$ cat src/rtl/apb_arbiter_2m.sv
// Two-requester APB arbiter: round-robin grant, one registered SETUP/ACCESS transfer downstream at a time.
// Optional ACCESS-phase timeout is compiled in with `define APB_TIMEOUT_EN.
module apb_arbiter_2m #(
    parameter int ADDR_WIDTH     = 4,
    parameter int DATA_WIDTH     = 32,
    parameter int TIMEOUT_CYCLES = 16
) (
    input  logic                    PCLK,
    input  logic                    PRESET,
    input  logic                    M0_PSEL,
    input  logic [ADDR_WIDTH-1:0]   M0_PADDR,
    input  logic [2:0]              M0_PPROT,
    input  logic                    M0_PWRITE,
    input  logic [DATA_WIDTH-1:0]   M0_PWDATA,
    input  logic [DATA_WIDTH/8-1:0] M0_PSTRB,
    output logic                    M0_PREADY,
    output logic [DATA_WIDTH-1:0]   M0_PRDATA,
    output logic                    M0_PSLVERR,
    input  logic                    M1_PSEL,
    input  logic [ADDR_WIDTH-1:0]   M1_PADDR,
    input  logic [2:0]              M1_PPROT,
    input  logic                    M1_PWRITE,
    input  logic [DATA_WIDTH-1:0]   M1_PWDATA,
    input  logic [DATA_WIDTH/8-1:0] M1_PSTRB,
    output logic                    M1_PREADY,
    output logic [DATA_WIDTH-1:0]   M1_PRDATA,
    output logic                    M1_PSLVERR,
    output logic [ADDR_WIDTH-1:0]   PADDR,
    output logic [2:0]              PPROT,
    output logic                    PWRITE,
    output logic [DATA_WIDTH-1:0]   PWDATA,
    output logic [DATA_WIDTH/8-1:0] PSTRB,
    output logic                    PSEL,
    output logic                    PENABLE,
    input  logic                    PREADY,
    input  logic [DATA_WIDTH-1:0]   PRDATA,
    input  logic                    PSLVERR
);

    typedef enum logic [1:0] {IDLE, SETUP, ACCESS, RESP} state_t;

    state_t                state, state_nxt;
    logic                  last_grant;
    logic                  grant_vld, grant_sel;
    logic                  done, tmo, tmo_hit;
    logic [DATA_WIDTH-1:0] rsp_data;
    logic                  rsp_err;

`ifdef APB_TIMEOUT_EN
    localparam int TMO_W = $clog2(TIMEOUT_CYCLES + 1);
    logic [TMO_W-1:0] tmo_cnt;

    // Counts ACCESS cycles without PREADY; cleared while in SETUP so it starts at 0 in ACCESS.
    always_ff @(posedge PCLK or posedge PRESET) begin
        if (PRESET)
            tmo_cnt <= '0;
        else if (state == SETUP)
            tmo_cnt <= '0;
        else if (state == ACCESS && !PREADY)
            tmo_cnt <= tmo_cnt + TMO_W'(1);
    end

    assign tmo_hit = (tmo_cnt == TMO_W'(TIMEOUT_CYCLES - 1));
`else
    logic unused_tmo_cfg;
    assign unused_tmo_cfg = (TIMEOUT_CYCLES > 0);
    assign tmo_hit        = 1'b0;
`endif

    always_ff @(posedge PCLK or posedge PRESET) begin
        if (PRESET)
            state <= IDLE;
        else
            state <= state_nxt;
    end

    always_comb begin
        state_nxt = state;
        grant_vld = 1'b0;
        grant_sel = last_grant;
        done      = 1'b0;
        tmo       = 1'b0;
        case (state)
            IDLE: begin
                if (M0_PSEL || M1_PSEL) begin
                    grant_vld = 1'b1;
                    // Under contention the requester that did not win last time is chosen.
                    grant_sel = M1_PSEL && (!M0_PSEL || !last_grant);
                    state_nxt = SETUP;
                end
            end
            SETUP:   state_nxt = ACCESS;
            ACCESS: begin
                if (PREADY) begin
                    done      = 1'b1;
                    state_nxt = RESP;
                end else if (tmo_hit) begin
                    done      = 1'b1;
                    tmo       = 1'b1;
                    state_nxt = RESP;
                end
            end
            RESP:    state_nxt = IDLE;
            default: state_nxt = IDLE;
        endcase
    end

    assign rsp_data = (tmo || PWRITE) ? '0 : PRDATA;
    assign rsp_err  = tmo || PSLVERR;

    always_ff @(posedge PCLK or posedge PRESET) begin
        if (PRESET) begin
            last_grant <= 1'b1;
            PSEL       <= 1'b0;
            PENABLE    <= 1'b0;
            PADDR      <= '0;
            PPROT      <= '0;
            PWRITE     <= 1'b0;
            PWDATA     <= '0;
            PSTRB      <= '0;
            M0_PREADY  <= 1'b0;
            M0_PRDATA  <= '0;
            M0_PSLVERR <= 1'b0;
            M1_PREADY  <= 1'b0;
            M1_PRDATA  <= '0;
            M1_PSLVERR <= 1'b0;
        end else begin
            M0_PREADY <= 1'b0;
            M1_PREADY <= 1'b0;
            if (grant_vld) begin
                last_grant <= grant_sel;
                PSEL       <= 1'b1;
                PENABLE    <= 1'b0;
                PADDR      <= grant_sel ? M1_PADDR  : M0_PADDR;
                PPROT      <= grant_sel ? M1_PPROT  : M0_PPROT;
                PWRITE     <= grant_sel ? M1_PWRITE : M0_PWRITE;
                PWDATA     <= grant_sel ? M1_PWDATA : M0_PWDATA;
                PSTRB      <= grant_sel ? M1_PSTRB  : M0_PSTRB;
            end
            if (state == SETUP)
                PENABLE <= 1'b1;
            // Response goes only to the requester recorded at grant time.
            if (done) begin
                PSEL    <= 1'b0;
                PENABLE <= 1'b0;
                if (last_grant) begin
                    M1_PREADY  <= 1'b1;
                    M1_PRDATA  <= rsp_data;
                    M1_PSLVERR <= rsp_err;
                end else begin
                    M0_PREADY  <= 1'b1;
                    M0_PRDATA  <= rsp_data;
                    M0_PSLVERR <= rsp_err;
                end
            end
        end
    end

endmodule
$ cat config.mk
export PLATFORM = sky130hd
export DESIGN_NAME = apb_arbiter_2m
export DESIGN_NICKNAME = d
export VERILOG_FILES = /design/src/rtl/apb_arbiter_2m.sv
export SDC_FILE = /design/constraint.sdc
export NUM_CORES = 1
export LEC_CHECK = 0
export ABC_AREA = 1
export CORE_MARGIN = 1.5
export CORE_UTILIZATION = 35
export CTS_CLUSTER_SIZE = 10
export DETAILED_ROUTE_END_ITERATION = 6
export GPL_TIMING_DRIVEN = 0
export PLACE_DENSITY_LB_ADDON = 0.2
export SYNTH_ARGS = -nofsm -noshare
export SYNTH_HDL_FRONTEND = slang
export SYNTH_SLANG_ARGS = --single-unit
export TNS_END_PERCENT = 5
$ cat constraint.sdc
create_clock -name PCLK -period 5.3 [get_ports PCLK]
set_clock_uncertainty 0.15 [all_clocks]
set_input_delay 0.53 -clock PCLK [delete_from_list [all_inputs] [get_ports PCLK]]
set_output_delay 0.53 -clock PCLK [all_outputs]
set_load 0.02 [all_outputs]
==> impl_metrics.yaml, run 1 <==
setup_path:
  cp-start-kind: "flip-flop"
  cp_max_fo: 2
  critPathBufInv: 1
  ff2ff_setup_slack_ps: 3250
  end_kind: "output port"
  crit_type: "flip-flop to output port"
  path_delay_family: "buffers and inverters"
  worst_path_largest_cell_delay_ps: 660
  timing.rr.start: "state[0]"
  r2r-end: "M0_PRDATA[9]"
  worstRegToRegCells: 8
  slowest_stage: "clkdlybuf4s50_1"
  crit_required_ps: 4620
  cp_cell_sequence: "clkdlybuf4s50_1"
  crit_arrival_ps: 1400
job:
  max-cap-violations: 0
detailed_routing:
  first_iter_violations: 373
  firstDrtPassIters: 6
  vias: 5514
  drt_wl_total_microns: 16500
  wire_per_inst_microns: 13.2
  drc: 0
  via_per_inst: 4.41
  ant_nets: 0
finish:
  fin_cells: 1250
  seq_area_sq_um: 2930
  syn2layout_area_growth_pct: 58.2
  n_fill_cell: 1552
  multiInputGateArea_sq_um: 2010
  fin_util: 0.564
  n_antenna_cell: 0
  final_nets: 1150
  design_area_sq_um: 8900
  drive_above_1_share: 0.0696
yosys:
  synth.distinct_cells: 20
  netlist.area_leader.share: 0.516
  ys_ff_latch: 117
  synthArstFlopShare: 1.00
  syn_nets: 891
  yosysWarnings: 0
  synth-main-ff-cell: "dfrtp_1"
  seq_area_frac_synth: 0.521
  synth_area_sq_um: 5630
  synthCells: 762
  yosysTopAreaCell: "dfrtp_1"
  synth_edf_count: 0
  synth_area_leaders: "dfrtp_1 (52%), nand2_1 (19%), nand3_1 (12%)"
  syn_area_per_cell_sq_um: 7.38
  yosysMostFrequentCell: "nand2_1"
  synth_common_cells: "nand2_1 (291), nand3_1 (133), inv_1 (127)"
clock_network:
  cts_made_buffers: 17
  root_buffer: "clkbuf_16"
  ctsResizeCount: 0
  cts_tree: "yes"
  ctsHtreeMaxLevel: 4
  clk_latency_ps: 400
  hold_buffers: 0
  clock_path_buffers: 2
  clk_transition_reported_paths_ps: 50
  clkSinkCount: 117
  cts_setup_buffers: 0
floorplanning:
  dieHeight_microns: 130
  die_x_microns: 130
  rows: 46
  pin_count: 240
  start_util: 0.357
  dieArea_sq_um: 16800
  core_sq_um: 15800
min_path:
  min_path_cells: 2
  hold_class: "flip-flop to flip-flop"
  worstHoldStart: "M0_PRDATA[22]"
  whs_endpoint: "M0_PRDATA[22]"
placed_design:
  io_buffers: 239
  place_ws_ps: 2870
  dp.cells: 1218
  hpwlAfterDp_microns: 12000
  place_area_sq_um: 8320
  place.gp.congestion: 0.786
timing:
  fin_crit_ps: 2080
  fmax_ghz: 0.480
  final-hold-violation-count: 0
  tns_ps: 0
  rsz0062_at_grt: "no"
  worst_hold_slack_ps: 316
  fin_crit_sh: 0.393
  worst_slew_pin_slew_ps: 589
  setup_viol_count_final: 0
  setup_slack_ps: 3220
  slew_headroom: 0.607
  slew_viol_final: 0
global_routing:
  antenna_found_initial: 0
  gr-total-overflow: 0
  grt_max_degree: 64
  grt_pass1_wl_microns: 27100
  grt_usage: 0.208
  grt_pass1_vias: 5430
power_and_ir_drop:
  power_density_nw_per_um2: 600
  ir_drop_uv: 263
  finalPower_mw: 5.34
  leakagePower_nw: 4.72
run_status:
  status: "finished, final reports clean"
## layout make-up
cell class	count	share of cell area
inverters	132	0.0563
repair buffers	240	0.272
clock inverters	13	0.0139
plain buffers	41	0.0217
clock buffers	19	0.0509
flip-flops and latches	117	0.329
well taps	216	0.0304
multi-input cells	472	0.226
## layout by cell type, fill, tap and decap left out, types with 2 or more instances in the layout
cell type,Yosys,routed
buf_2,25,25
buf_4,2,2
clkbuf_1,14,14
clkbuf_16,0,17
clkbuf_8,0,2
clkdlybuf4s50_1,0,239
clkinv_2,0,2
clkinv_4,0,3
clkinvlp_4,0,3
dfrtp_1,116,116
ha_1,3,3
inv_1,127,126
inv_2,5,5
inv_6,0,5
nand2_1,291,291
nand3_1,133,133
nand3_2,2,2
nor2_1,33,33
o21ai_0,3,3
## report_power, final
part / leakage (nW) / internal [mW] / switching (mW) / total, mW
Clock: 0.277 / 0.675 / 0.425 / 1.10
Combinational: 2.96 / 1.16 / 1.57 / 2.72
Sequential: 1.48 / 1.30 / 0.214 / 1.52
## flip-flops by register name, indices dropped and copies added, names as in the netlist, 2 cells and up, named ones only
name / count
PPROT: 3
M0_PRDATA: 32
PADDR: 4
PSTRB: 4
state: 2
PWDATA: 32
M1_PRDATA: 32
## layer usage
| layer | routed length (microns) | up-vias | track usage | part of all wire |
|---|---|---|---|---|
| met5 | 0 | - | 0 | 0 |
| met4 | 350 | 0 | 0.0797 | 0.021 |
| met3 | 1030 | 23 | 0.0492 | 0.062 |
| met2 | 7790 | 179 | 0.339 | 0.47 |
| met1 | 7330 | 2507 | 0.269 | 0.44 |
| li1 | - | 2805 | - | - |
## how the worst max path moves through the flow
stage	cells after the start	start	to	slack, ps
CTS	1	PWDATA[6]	PWDATA[6]	3190
global route	8	state[0]	M0_PRDATA[9]	3060
finish	1	PENABLE	PENABLE	3220
global placement	2	PRESET	PWDATA[23]	-420
floorplan	1	PRESET	M0_PRDATA[0]	1520
detailed placement	7	PREADY	M0_PRDATA[9]	2870
## cells by family after synthesis
family          after synthesis  share of synthesized area
buf+inv                     173                      0.122
fa+ha+maj                     3                    0.00667
simple gates                461                      0.341
flops                       117                      0.521
compound gates                8                    0.00912
Power figures use the tool's default switching activity.
==> inputs of run 2 (changes only) <==
==> constraint.sdc (replaced) <==
create_clock -name PCLK -period 2 [get_ports PCLK]
set_clock_uncertainty 0.15 [all_clocks]
set_input_delay 0.2 -clock PCLK [delete_from_list [all_inputs] [get_ports PCLK]]
set_output_delay 0.2 -clock PCLK [all_outputs]
set_load 0.02 [all_outputs]
==> run 2 against run 1 <==
  * Via count up 0.96%
  * Total power rose to 2.7 times the previous value
  * Clock-buffer cell count up 3
  * Worst setup slack lost 3100 ps
  * Non-clock buffer count up 3
  * First-iteration DRC count fell by 32%
  * Cell area is 0.86% higher
  * Clock power grew to 2.8 times the previous value
  * Sequential power rose to 2.7 times the previous value
  * Sequential share of layout area fell by 0.28 points
==> impl_metrics.yaml, run 2 (synthesized netlist as in run 1, its figures left out) <==
clock_network:
  root_buffer: "clkbuf_16"
  cts_tree: "yes"
  clk_latency_ps: 400
  ctsHtreeMaxLevel: 4
  clk_transition_reported_paths_ps: 50
  cts_setup_buffers: 0
  clkSinkCount: 117
  clock_path_buffers: 2
  cts_made_buffers: 17
placed_design:
  dp.cells: 1220
  place.gp.congestion: 0.807
  io_buffers: 239
  place_area_sq_um: 8350
  hpwlAfterDp_microns: 12300
  place_ws_ps: -56.1
global_routing:
  grt_max_degree: 41
  grt_usage: 0.206
  gr-total-overflow: 0
  grt_pass1_wl_microns: 26800
  grt_pass1_vias: 5425
  antenna_found_initial: 0
setup_path:
  crit_type: "flip-flop to flip-flop"
  crit_arrival_ps: 2060
  cp_max_fo: 10
  cp-start-kind: "flip-flop"
  end_kind: "flip-flop"
  crit_required_ps: 2190
timing:
  fin_crit_ps: 1870
  setup_slack_ps: 132
  slew_viol_final: 0
  slew_headroom: 0.650
  worst_hold_slack_ps: 233
  fmax_ghz: 0.535
  rsz0062_at_grt: "yes"
  tns_ps: 0
  worst_slew_pin_slew_ps: 526
  final-hold-violation-count: 0
  setup_viol_count_final: 0
  fin_crit_sh: 0.934
detailed_routing:
  ant_nets: 0
  firstDrtPassIters: 4
  drt_wl_total_microns: 16800
  drc: 0
  first_iter_violations: 254
  wire_per_inst_microns: 13.4
  via_per_inst: 4.44
  vias: 5567
power_and_ir_drop:
  power_frac_comb: 0.505
  switching_share: 0.404
  power_density_nw_per_um2: 1600
  leakagePower_nw: 4.74
  finalPower_mw: 14.3
  pwr-share-clk: 0.214
  pwr-share-seq: 0.281
  power.switching_mw: 5.79
  p_int_mw: 8.56
  ir_drop_uv: 673
floorplanning:
  core_sq_um: 15800
  dieHeight_microns: 130
  start_util: 0.357
  die_x_microns: 130
  rows: 46
  pin_count: 240
  dieArea_sq_um: 16800
finish:
  syn2layout_area_growth_pct: 59.5
  fin_cells: 1253
  drive_above_1_share: 0.0724
  final_common_cell: "nand2_1"
  final_nets: 1153
  final_cell_mix: "nand2_1 (289), clkdlybuf4s50_1 (239), nand3_1 (133), inv_1 (126), dfrtp_1 (116)"
  fin_util: 0.569
  design_area_sq_um: 8970
  reg_top3: "M0_PRDATA x32, M1_PRDATA x32, PWDATA x32"
job:
  max-cap-violations: 0
min_path:
  hold_class: "input port to flip-flop"
run_status:
  status: "finished, final reports clean"
## run 2: per-layer routing
layer	GRT usage	routed length, microns	vias to the layer above
met4	0.0850	332	0
met5	0	0	-
met2	0.339	8220	169
li1	-	-	2808
met1	0.265	7260	2570
met3	0.0451	977	20
## run 2: final timing paths
kind / from / endpoint / slack [ps] / cells after the start
hold / removal: PSLVERR / M0_PSLVERR / 230 / 3
max in group asynchronous: PRESET / asynchronous set/reset pin / 540 / 5
setup / recovery: state[0] / M0_PRDATA[12] / 130 / 7
min in group asynchronous: PRESET / PPROT[0] / 420 / 3
hold reg to reg: M0_PRDATA[21] / M0_PRDATA[21] / 310 / 2
setup reg to reg: state[0] / M0_PRDATA[12] / 130 / 7
## run 2: power by group through the flow
stage / Combinational [mW] / Clock [mW] / Sequential, mW
CTS: 7.31 / 3.12 / 4.03
finish: 7.25 / 3.06 / 4.03
global placement: 7.20 / 0 / 4.03
floorplan: 2.75 / 0 / 5.28
detailed placement: 7.29 / 0 / 4.04
global route: 7.96 / 3.24 / 4.17
## run 2: timing repair
action | 4_1_cts | 5_1_grt
hold buffers | 1 | 0
endpoints found under the setup margin | 1 | 26
pin swaps | 0 | 0
resized for setup | 2 | 7
gates cloned | 0 | 0
hold endpoints to repair | 1 | 0
## run 2: cell type report
cell class | instances | area (sq um)
Inverter | 132 | 499
Sequential cell | 117 | 2930
Multi-Input combinational cell | 472 | 2020
Clock buffer | 22 | 464
Clock inverter | 9 | 128
Timing Repair Buffer | 243 | 2460
Buffer | 41 | 198
Tap cell | 216 | 270
Antenna cell | 1 | 2.50
Fill cell | 1538 | 6800
## run 2: critical path, stage by stage (launching register included)
cell	delay [ps]
dfrtp_1	370
inv_1	100
ha_1	170
nand2_1	170
nor2_4	240
clkbuf_1	420
nand2_1	110
nand2_1	90
